===== config.mk =====
export PLATFORM = sky130hd
export DESIGN_NAME = fb_fill
export DESIGN_NICKNAME = d
export VERILOG_FILES = /design/src/rtl/fb_pkg.sv /design/src/rtl/fb_clip.sv /design/src/rtl/fb_fill.sv
export SDC_FILE = /design/constraint.sdc
export NUM_CORES = 1
export LEC_CHECK = 0
export ABC_AREA = 1
export CORE_MARGIN = 3
export CORE_UTILIZATION = 45
export DETAILED_ROUTE_END_ITERATION = 7
export HOLD_SLACK_MARGIN = 0.1
export PLACE_DENSITY = 0.77
export SLEW_MARGIN = 0
export SYNTH_ARGS = -nofsm -noshare
export SYNTH_HDL_FRONTEND = slang
export SYNTH_SLANG_ARGS = --single-unit
export TNS_END_PERCENT = 100

===== constraint.sdc =====
create_clock -name clk -period 12.81 [get_ports clk]
set_input_delay 3.2025 -clock clk [delete_from_list [all_inputs] [get_ports clk]]
set_output_delay 3.2025 -clock clk [all_outputs]
set_load 0.02 [all_outputs]

===== src/rtl/fb_pkg.sv =====
// fb_pkg: shared definitions for the framebuffer write side.
//   DEF_FB_W / DEF_FB_H / DEF_WIDTH : default framebuffer geometry and pixel width
//   pixel_t, fb_addr_t              : pixel and linear-address types at the defaults
//   fill_state_e                    : rectangle-fill engine states (IDLE, SETUP, RUN)
package fb_pkg;

    localparam int DEF_FB_W   = 160;
    localparam int DEF_FB_H   = 120;
    localparam int DEF_WIDTH  = 12;
    localparam int DEF_AWIDTH = $clog2(DEF_FB_W * DEF_FB_H);

    typedef logic [DEF_WIDTH-1:0]  pixel_t;
    typedef logic [DEF_AWIDTH-1:0] fb_addr_t;

    typedef enum logic [1:0] {
        IDLE  = 2'd0,
        SETUP = 2'd1,
        RUN   = 2'd2
    } fill_state_e;

endpackage


===== src/rtl/fb_clip.sv =====
// fb_clip: combinational clip of a rectangle command against the framebuffer.
//   x, y      : top-left corner of the requested rectangle
//   w, h      : requested width / height in pixels
//   x_end     : exclusive right bound, min(x + w, FB_W)
//   y_end     : exclusive bottom bound, min(y + h, FB_H)
//   empty     : nothing to draw (zero size or origin outside the framebuffer)
module fb_clip
    import fb_pkg::*;
#(
    parameter int  FB_W = DEF_FB_W,
    parameter int  FB_H = DEF_FB_H,
    localparam int XW   = $clog2(FB_W),
    localparam int YW   = $clog2(FB_H)
) (
    input  logic [XW-1:0] x,
    input  logic [YW-1:0] y,
    input  logic [XW:0]   w,
    input  logic [YW:0]   h,
    output logic [XW:0]   x_end,
    output logic [YW:0]   y_end,
    output logic          empty
);

    // Sums carry one extra bit so x + w can never wrap before the compare.
    logic [XW+1:0] x_sum_s;
    logic [YW+1:0] y_sum_s;

    assign x_sum_s = {2'b00, x} + {1'b0, w};
    assign y_sum_s = {2'b00, y} + {1'b0, h};

    assign x_end = (x_sum_s > (XW+2)'(FB_W)) ? (XW+1)'(FB_W) : x_sum_s[XW:0];
    assign y_end = (y_sum_s > (YW+2)'(FB_H)) ? (YW+1)'(FB_H) : y_sum_s[YW:0];

    assign empty = (w == {(XW+1){1'b0}}) ||
                   (h == {(YW+1){1'b0}}) ||
                   ({1'b0, x} >= (XW+1)'(FB_W)) ||
                   ({1'b0, y} >= (YW+1)'(FB_H));

endmodule


===== src/rtl/fb_fill.sv =====
// fb_fill: rectangle-fill engine. Accepts one command over valid/ready, clips it
// to the framebuffer, then writes it row-major, one pixel per accepted beat.
//   clk, rst                 : clock, asynchronous active-high reset
//   cmd_valid / cmd_ready    : command handshake (ready while idle)
//   cmd_x, cmd_y             : top-left corner
//   cmd_w, cmd_h             : size in pixels
//   cmd_color, cmd_color2    : primary / secondary colour
//   cmd_pattern              : checkerboard select
//   wr_en / wr_ready         : write request / framebuffer accept
//   wr_addr, wr_data         : linear address y*FB_W + x, pixel value
//   busy                     : a command is in progress
//   done                     : one-cycle pulse when a command completes
// Build option: FB_FILL_CHECKER_EN enables the checkerboard pattern
// (cmd_color2 on odd x^y cells when cmd_pattern = 1); without it the secondary
// colour and pattern inputs are ignored and every pixel is cmd_color.
module fb_fill
    import fb_pkg::*;
#(
    parameter int  FB_W   = DEF_FB_W,
    parameter int  FB_H   = DEF_FB_H,
    parameter int  WIDTH  = DEF_WIDTH,
    localparam int XW     = $clog2(FB_W),
    localparam int YW     = $clog2(FB_H),
    localparam int AWIDTH = $clog2(FB_W * FB_H)
) (
    input  logic              clk,
    input  logic              rst,
    input  logic              cmd_valid,
    output logic              cmd_ready,
    input  logic [XW-1:0]     cmd_x,
    input  logic [YW-1:0]     cmd_y,
    input  logic [XW:0]       cmd_w,
    input  logic [YW:0]       cmd_h,
    input  logic [WIDTH-1:0]  cmd_color,
    input  logic [WIDTH-1:0]  cmd_color2,
    input  logic              cmd_pattern,
    output logic              wr_en,
    input  logic              wr_ready,
    output logic [AWIDTH-1:0] wr_addr,
    output logic [WIDTH-1:0]  wr_data,
    output logic              busy,
    output logic              done
);

    fill_state_e state_r, state_n;

    // Captured command
    logic [XW-1:0]    cx_r;
    logic [YW-1:0]    cy_r;
    logic [XW:0]      cw_r;
    logic [YW:0]      ch_r;
    logic [WIDTH-1:0] color_r;
`ifdef FB_FILL_CHECKER_EN
    logic [WIDTH-1:0] color2_r;
    logic             pattern_r;
`else
    logic             unused_s;
    assign unused_s = ^{cmd_color2, cmd_pattern};
`endif

    // Clip results (stable for the whole command since the capture is frozen)
    logic [XW:0] x_end_s;
    logic [YW:0] y_end_s;
    logic        empty_s;

    // Raster position of the pixel currently presented on the write port
    logic [XW-1:0]     x_r, x_n;
    logic [YW-1:0]     y_r, y_n;
    logic [AWIDTH-1:0] row_base_r, row_base_n;

    // Position of the next pixel to present
    logic [XW-1:0]     step_x_s;
    logic [YW-1:0]     step_y_s;
    logic [AWIDTH-1:0] step_base_s;
    logic [AWIDTH-1:0] step_addr_s;
    logic [WIDTH-1:0]  step_pix_s;
    logic [AWIDTH-1:0] setup_base_s;

    logic last_col_s, last_row_s, beat_s;

    logic              wr_en_n;
    logic [AWIDTH-1:0] wr_addr_n;
    logic [WIDTH-1:0]  wr_data_n;
    logic              done_n;

    fb_clip #(
        .FB_W (FB_W),
        .FB_H (FB_H)
    ) u_clip (
        .x     (cx_r),
        .y     (cy_r),
        .w     (cw_r),
        .h     (ch_r),
        .x_end (x_end_s),
        .y_end (y_end_s),
        .empty (empty_s)
    );

    assign cmd_ready = (state_r == IDLE);
    assign busy      = (state_r != IDLE);
    assign beat_s    = wr_en && wr_ready;

    assign last_col_s = (({1'b0, x_r} + 1'b1) == x_end_s);
    assign last_row_s = (({1'b0, y_r} + 1'b1) == y_end_s);

    // The only multiply; its result is consumed in SETUP alone, RUN steps rows by addition.
    assign setup_base_s = AWIDTH'(cy_r) * AWIDTH'(FB_W);

    // Next raster position: the rectangle origin in SETUP, otherwise one step forward with row wrap.
    always_comb begin
        step_x_s    = x_r;
        step_y_s    = y_r;
        step_base_s = row_base_r;
        if (state_r == SETUP) begin
            step_x_s    = cx_r;
            step_y_s    = cy_r;
            step_base_s = setup_base_s;
        end else if (last_col_s) begin
            step_x_s    = cx_r;
            step_y_s    = y_r + 1'b1;
            step_base_s = row_base_r + AWIDTH'(FB_W);
        end else begin
            step_x_s    = x_r + 1'b1;
        end
    end

    assign step_addr_s = step_base_s + AWIDTH'(step_x_s);

`ifdef FB_FILL_CHECKER_EN
    assign step_pix_s = (pattern_r && (step_x_s[0] ^ step_y_s[0])) ? color2_r : color_r;
`else
    assign step_pix_s = color_r;
`endif

    // Command capture on handshake.
    always_ff @(posedge clk or posedge rst) begin
        if (rst) begin
            cx_r      <= {XW{1'b0}};
            cy_r      <= {YW{1'b0}};
            cw_r      <= {(XW+1){1'b0}};
            ch_r      <= {(YW+1){1'b0}};
            color_r   <= {WIDTH{1'b0}};
`ifdef FB_FILL_CHECKER_EN
            color2_r  <= {WIDTH{1'b0}};
            pattern_r <= 1'b0;
`endif
        end else if (cmd_valid && cmd_ready) begin
            cx_r      <= cmd_x;
            cy_r      <= cmd_y;
            cw_r      <= cmd_w;
            ch_r      <= cmd_h;
            color_r   <= cmd_color;
`ifdef FB_FILL_CHECKER_EN
            color2_r  <= cmd_color2;
            pattern_r <= cmd_pattern;
`endif
        end
    end

    // FSM next state, raster counters and next values of the registered write port.
    always_comb begin
        state_n    = state_r;
        x_n        = x_r;
        y_n        = y_r;
        row_base_n = row_base_r;
        wr_en_n    = wr_en;
        wr_addr_n  = wr_addr;
        wr_data_n  = wr_data;
        done_n     = 1'b0;
        case (state_r)
            IDLE: begin
                if (cmd_valid) begin
                    state_n = SETUP;
                end else begin
                    state_n = IDLE;
                end
            end
            SETUP: begin
                if (empty_s) begin
                    state_n = IDLE;
                    done_n  = 1'b1;
                end else begin
                    state_n    = RUN;
                    x_n        = step_x_s;
                    y_n        = step_y_s;
                    row_base_n = step_base_s;
                    wr_en_n    = 1'b1;
                    wr_addr_n  = step_addr_s;
                    wr_data_n  = step_pix_s;
                end
            end
            RUN: begin
                if (beat_s && last_col_s && last_row_s) begin
                    state_n = IDLE;
                    wr_en_n = 1'b0;
                    done_n  = 1'b1;
                end else if (beat_s) begin
                    x_n        = step_x_s;
                    y_n        = step_y_s;
                    row_base_n = step_base_s;
                    wr_addr_n  = step_addr_s;
                    wr_data_n  = step_pix_s;
                end else begin
                    // Stalled: everything holds so no address is skipped or repeated.
                    state_n = RUN;
                end
            end
            default: begin
                state_n = IDLE;
                wr_en_n = 1'b0;
            end
        endcase
    end

    // State, counters and registered outputs.
    always_ff @(posedge clk or posedge rst) begin
        if (rst) begin
            state_r    <= IDLE;
            x_r        <= {XW{1'b0}};
            y_r        <= {YW{1'b0}};
            row_base_r <= {AWIDTH{1'b0}};
            wr_en      <= 1'b0;
            wr_addr    <= {AWIDTH{1'b0}};
            wr_data    <= {WIDTH{1'b0}};
            done       <= 1'b0;
        end else begin
            state_r    <= state_n;
            x_r        <= x_n;
            y_r        <= y_n;
            row_base_r <= row_base_n;
            wr_en      <= wr_en_n;
            wr_addr    <= wr_addr_n;
            wr_data    <= wr_data_n;
            done       <= done_n;
        end
    end

endmodule

==> results of run 1 <==
-- state kept, by name, indices dropped and copies added, names as in the netlist --
register	count
row_base_r	15
wr_addr	15
color_r	12
wr_data	12
cw_r	9
ch_r	8
cx_r	8
x_r	8
cy_r	7
y_r	7
state_r	2
done	1
wr_en	1
-- placed cells by master, fill, tap and decap left out, types with 4 or more instances in the layout --
master           Yosys  final
a21oi_1             35     35
buf_4                2      4
clkbuf_16            0      9
clkdlybuf4s50_1      0     78
dfrtp_1            105    105
fa_1                 4      4
ha_1                40     40
inv_1              107    106
inv_2                4      4
mux2_2              35     35
nand2_1            230    229
nand2_2             12     13
nand3_1             49     49
nand3_2              4      4
nand3b_1             4      4
nand4_1             30     30
nor2_1              57     57
nor2_2               5      4
nor2_4               3      4
nor3_1               7      7
nor4_1               5      5
o21ai_0             30     30
o21ai_1             29     29
o21ai_2              6      6
o21bai_1             4      4
or2_2                5      5
xnor2_1              8      8
xor2_1              19     19
-- worst max path at each step --
stage                     startpoint            end  slack [ns]
after floorplan                  rst        ch_r[0]        6.85
after global placement      wr_ready  row_base_r[1]        7.23
after detailed placement    wr_ready  row_base_r[2]        7.15
after CTS                    cw_r[0]    wr_addr[12]        7.44
after global routing         cw_r[0]    wr_addr[14]        6.92
final                        cw_r[0]    wr_addr[12]        7.37
-- routing by layer --
layer  vias to the layer above  routed length [um]  GRT usage
met2                       145                6646     0.2906
met3                        19                 933    0.05894
li1                       2978                   -          -
met1                      2637                7180     0.2527
met5                         -                   0          0
met4                         0                 157    0.04951
-- kinds of logic (layout without fill, tap and decap cells) --
family / after synthesis / count (layout) / share of synthesized area
AND/OR/NAND/NOR: 419 / 419 / 0.2762
adder cells (fa/ha/maj): 44 / 44 / 0.08382
AO/OA/AOI/OAI: 108 / 108 / 0.08454
buffers and inverters: 137 / 210 / 0.08508
multiplexers: 35 / 35 / 0.05690
XOR/XNOR: 27 / 27 / 0.03414
flip-flops: 105 / 105 / 0.3793
-- critical path, delay by kind of cell, from the launching register on --
kind,cells,cell delay (ns)
simple gates,21,2.77
fa+ha+maj,4,1.14
compound gates,5,0.74
flops,1,0.40
buf+inv,3,0.25
-- layout make-up --
type,instances,share of cell area
Timing Repair Buffer,82,0.1003
Clock buffer,11,0.02879
Inverter,112,0.05232
Tap cell,184,0.02848
Sequential cell,105,0.3251
Multi-Input combinational cell,633,0.4599
Clock inverter,5,0.005108
-- through the flow --
step,util,hold WS (ns)
3_5_place_dp,0.5273,0.4576
3_3_place_gp,0.5273,0.4523
5_1_grt,0.5458,0.4961
2_1_floorplan,-,0.4434
4_1_cts,0.5458,0.4739
6_report,0.5458,0.4671
==> metrics.md, run 1 <==
| Metric | Value |
|---|---|
| Ys flop type | `dfrtp_1` |
| Register area | `2628 um^2` |
| Global Route Usage Sum | `0.1865` |
| Hold path depth | `2` |
| Synth top cells by count | `nand2_1, inv_1, dfrtp_1` |
| Post-DRT Antenna Nets | `0` |
| Non-filler instance count after layout | `1132` |
| Final wirelength | `14.92 mm` |
| Seq/Total Area, Yosys | `0.3793` |
| Gpl congestion | `0.8746` |
| CTS H-tree depth | `3` |
| Max Slew Vio Count | `0` |
| Setup Slack @ Placement | `7.149 ns` |
| TritonRoute pass-1 iters | `5` |
| CTS tree | `yes` |
| PostCTS Resize Cnt | `0` |
| Max_slew headroom | `0.3663` |
| Post-synth EDFFs | `0` |
| Count leader, synth | `nand2_1` |
| Fin area | `8083 um^2` |
| Worst Reg2Reg Path Length in Cells | `33` |
| Clock slew at reported path FFs | `0.07 ns` |
| Main area contributors after synthesis | `dfrtp_1, nand2_1, ha_1, inv_1, mux2_2` |
| Seq cells post-synth | `105` |
| Slack of the critical path | `7.374 ns` |
| Clk_lat worst skew | `0.36 ns` |
| DR vias | `5779` |
| Grt ovf | `0` |
| Area Overhead vs Synth | `16.69%` |
| Fmax | `184.0 MHz` |
| Port Buf Inserts | `78` |
| Ant. Diodes | `0` |
| R2r endpoint | `wr_addr[12]` |
| Max-Cap Viols | `0` |
| Fillers | `1360` |
| DR WL/cell | `13.18 um` |
| Core area | `14810 um^2` |
| Layout net count | `1048` |
| Multi-input gate area | `3717 um^2` |
| IO Count | `92` |
| Hold-fix buffers, CTS | `0` |
| Async SR Flop Fraction | `1.000` |
| Post-synthesis cell count | `875` |
| WP data required | `13.05 ns` |
| Number of global-route vias before repair | `5527` |
| WS Path Type | `reg2reg` |
| CTS Buf Count | `9` |
| Unique masters post-synth | `40` |
| Drt drc | `0` |
| Top-area cell type share of the netlist area | `0.3793` |
| Hold EP | `wr_data[3]` |
| Tmin final | `5.436 ns` |
| Flop2flop setup slack | `7.37 ns` |
| Outcome | `finished, final reports clean` |
| Hold Path Origin | `color_r[3]` |
| Layout cells sized above 1 | `0.1076` |
| Max FO, Critical Path | `17` |
| Postcts setup bufs | `0` |
| Initial cell density of the core | `0.4677` |
| Period Utilization, post-route | `0.4244` |
| Die width | `130.1 um` |
| Synthesized area per cell | `7.916 um^2` |
| Clk buf depth | `2` |
| Slowest-stage cell, CP | `fa_1` |
| Unrepaired setup endpoints after global routing | `no` |
| Vert. Die Dim | `130.1 um` |
| CP endpoint kind | `flop` |
| Total Die Area | `16920 um^2` |
| Global-route wire length before repair | `25.49 mm` |
| Cell area after synthesis | `6927 um^2` |
| Number of synthesis warnings | `0` |
| Placed insts | `1116` |
| Setup TNS | `0 ns` |
| Clock sinks | `105` |
| Reg2reg start | `cw_r[0]` |
| FP Rows | `44` |
| Setup Viol. Count Final | `0` |
| WP data arrival | `5.68 ns` |
| Most common cell on crit path | `nand2_1` |
| Post-detail-place hpwl | `11.01 mm` |
| Largest net degree at the start of global routing | `75` |
| CTS root buffer | `clkbuf_16` |
| Initial antenna violation count | `0` |
| Worst Hold Class | `reg2reg` |
| Worst path max stage delay | `0.41 ns` |
| Placed Area | `7809 um^2` |
| Vias per Instance | `5.105` |
| Final Hold Fails | `0` |
| Startpoint type of the worst setup path | `flop` |
| DR iter-0 viols | `317` |
| Net Count, Synth | `980` |
| Slew @ Worst Pin | `0.9506 ns` |
| Area leader, netlist | `dfrtp_1` |
| Clock Skew | `0.009760 ns` |
Power of run 1 is left out: the tool's default activity adds up to more than one toggle a clock period on the data nets, which glitch-free logic cannot reach.
==> run 2, diff against run 1 <==
- PLACE_DENSITY: 0.77 -> 0.8
- clock period: 12.81 -> 4.35 ns (I/O delays scaled with it)
==> run 2 against run 1 <==
  * The run now ends with negative setup slack left
  * Worst setup slack lost 7.5 ns
  * Sequential share of layout area shrank 2.8 points
  * Worst hold slack gained 0.0031 ns
  * Clock skew shrank 0.0028 ns
  * Critical endpoint is now wr_addr[14]
  * Wire length grew 13%
  * Global-route usage grew 2.1 points
  * Via count grew 8.2%
  * Critical path depth is the same
  * Clock-buffer cell count shrank 2
==> metrics.md, run 2 (same netlist as run 1, synthesis figures left out) <==
| Metric | Value |
|---|---|
| Largest net degree at the start of global routing | `77 (+2.7%)` |
| CTS root buffer | `clkbuf_16` |
| IO Count | `92 (unchanged)` |
| Commonest non-fill, non-tap cell in the layout | `nand2_1` |
| Gpl congestion | `0.9140 (+4.5%)` |
| Startpoint type of the worst setup path | `flop` |
| WP data arrival | `4.70 ns (-0.98 ns)` |
| Clock slew at reported path FFs | `0.07 ns (about the same)` |
| Layout net count | `1108 (+5.7%)` |
| Clk_lat worst skew | `0.36 ns (about the same)` |
| Most common cell on crit path | `nand2_1` |
| TritonRoute pass-1 iters | `7 (+2)` |
| DR WL/cell | `14.11 um (+7.1%)` |
| Setup Viol. Count Final | `6 (+6)` |
| Max_slew headroom | `0.2600 (-0.1063)` |
| Final Hold Fails | `0 (unchanged)` |
| Clk buf depth | `2 (unchanged)` |
| Total Die Area | `16920 um^2 (unchanged)` |
| Grt ovf | `0 (unchanged)` |
| Outcome | `finished, violations left` |
| Unrepaired setup endpoints after global routing | `yes` |
| CTS H-tree depth | `3 (unchanged)` |
| Layout cells sized above 1 | `0.2063 (+0.09875)` |
| Number of global-route vias before repair | `6030 (+9.1%)` |
| Tmin final | `4.458 ns (-0.9776 ns)` |
| Max-Cap Viols | `0 (unchanged)` |
| Worst Hold Class | `reg2reg` |
| Initial antenna violation count | `0 (unchanged)` |
| Clock sinks | `105 (unchanged)` |
| Failing checks | `negative setup slack` |
| Max Slew Vio Count | `0 (unchanged)` |
| WHS | `0.4702 ns (+0.003059 ns)` |
| Global Route Usage Sum | `0.2075 (+0.02107)` |
| Core area | `14810 um^2 (unchanged)` |
| Post-detail-place hpwl | `11.74 mm (+6.6%)` |
| Slowest-stage cell, CP | `fa_2` |
| Final wirelength | `16.82 mm (+13%)` |
| Drt drc | `0 (unchanged)` |
| Initial cell density of the core | `0.4677 (unchanged)` |
| FP Rows | `44 (unchanged)` |
| Period Utilization, post-route | `1.025 (+0.6006)` |
| DR vias | `6252 (+8.2%)` |
| Port Buf Inserts | `78 (unchanged)` |
| Most frequent cells in the layout | `nand2_1, dfrtp_1, inv_1` |
| WP data required | `4.60 ns (-8.45 ns)` |
| DR iter-0 viols | `405 (+28%)` |
| CTS Buf Count | `9 (unchanged)` |
| CTS tree | `yes` |
| Area Overhead vs Synth | `27.78%` |
| CP endpoint kind | `flop` |
| Global-route wire length before repair | `28.19 mm (+11%)` |
| Clock Skew | `0.006931 ns (-0.002829 ns)` |
| Vias per Instance | `5.245 (+2.7%)` |
| WS Path Type | `reg2reg` |
| Largest registers | `row_base_r (15), wr_addr (15)` |
| Vert. Die Dim | `130.1 um (unchanged)` |
| Die width | `130.1 um (unchanged)` |
| Slew @ Worst Pin | `1.106 ns (+0.1555 ns)` |
| Worst path max stage delay | `0.53 ns (+0.12 ns)` |
| Slack of the critical path | `-0.1085 ns (-7.482 ns)` |
| Fmax | `224.3 MHz (+22%)` |
| Ant. Diodes | `0 (unchanged)` |
| Max FO, Critical Path | `7 (-10)` |
| Post-DRT Antenna Nets | `0 (unchanged)` |
-- run 2: cell types whose count changed in the layout (fill, tap and decap cells not counted), moves of 4 or more --
cell	delta
o21ai_0	-4
a21oi_2	+5
nand2_2	+8
nand2_1	-11
buf_6	+5
nand3_2	+7
a21oi_1	-5
ha_1	-4
nand3_1	-8
buf_4	+51
-- run 2: layout make-up --
| cell class | instances | area (um^2) |
|---|---|---|
| Inverter | 112 | 422.9 |
| Tap cell | 184 | 230.2 |
| Timing Repair Buffer | 140 | 1290 |
| Multi-Input combinational cell | 635 | 3978 |
| Clock inverter | 7 | 77.57 |
| Sequential cell | 105 | 2628 |
| Clock buffer | 9 | 225.2 |
| Fill cell | 1246 | 5958 |
-- run 2: per-layer routing --
layer,share of wire,GRT usage,vias up
li1,-,-,3104
met1,0.43,0.2593,2939
met2,0.51,0.3636,169
met3,0.035,0.03520,40
met4,0.024,0.07090,0
met5,0,0,-
-- run 2: stage by stage --
| step | util | cells | setup slack (ns) | instance area [um^2] | TNS (ns) |
|---|---|---|---|---|---|
| global route | 0.5977 | 1192 | -0.3803 | 8851 | -2.582 |
| detailed placement | 0.5520 | 1158 | -0.2265 | 8175 | -1.126 |
| finish | 0.5977 | 1192 | -0.1085 | 8851 | -0.4512 |
| floorplan | - | 875 | -0.1640 | 6957 | -0.4487 |
| global placement | 0.5520 | 1158 | -0.1610 | 8175 | -0.6620 |
| CTS | 0.5912 | 1194 | 0.002307 | 8756 | 0 |
-- run 2: worst paths after layout --
kind	from	endpoint	slack, ns	depth (start not counted)
worst min-delay path	color_r[3]	wr_data[3]	0.47	2
max in group asynchronous	rst	cy_r[4]	2.55	3
worst max register to register	cw_r[0]	wr_addr[14]	-0.11	33
worst min register to register	color_r[3]	wr_data[3]	0.47	2
worst max-delay path	cw_r[0]	wr_addr[14]	-0.11	33
min in group asynchronous	rst	wr_addr[0]	1.08	2
-- run 2: timing repair --
action,4_1_cts,5_1_grt
hold buffers,0,0
cloned,2,0
endpoints found under the setup margin,8,16
resized for setup,33,23
pin swaps,35,34
buffers inserted,18,5
-- run 2: critical path, delay by kind of cell (launching register included) --
kind	cells	cell delay [ns]
compound gates	5	0.54
fa+ha+maj	3	1.02
buf+inv	5	0.35
flops	1	0.38
simple gates	20	2.05
Power of run 2 is left out for the same reason.
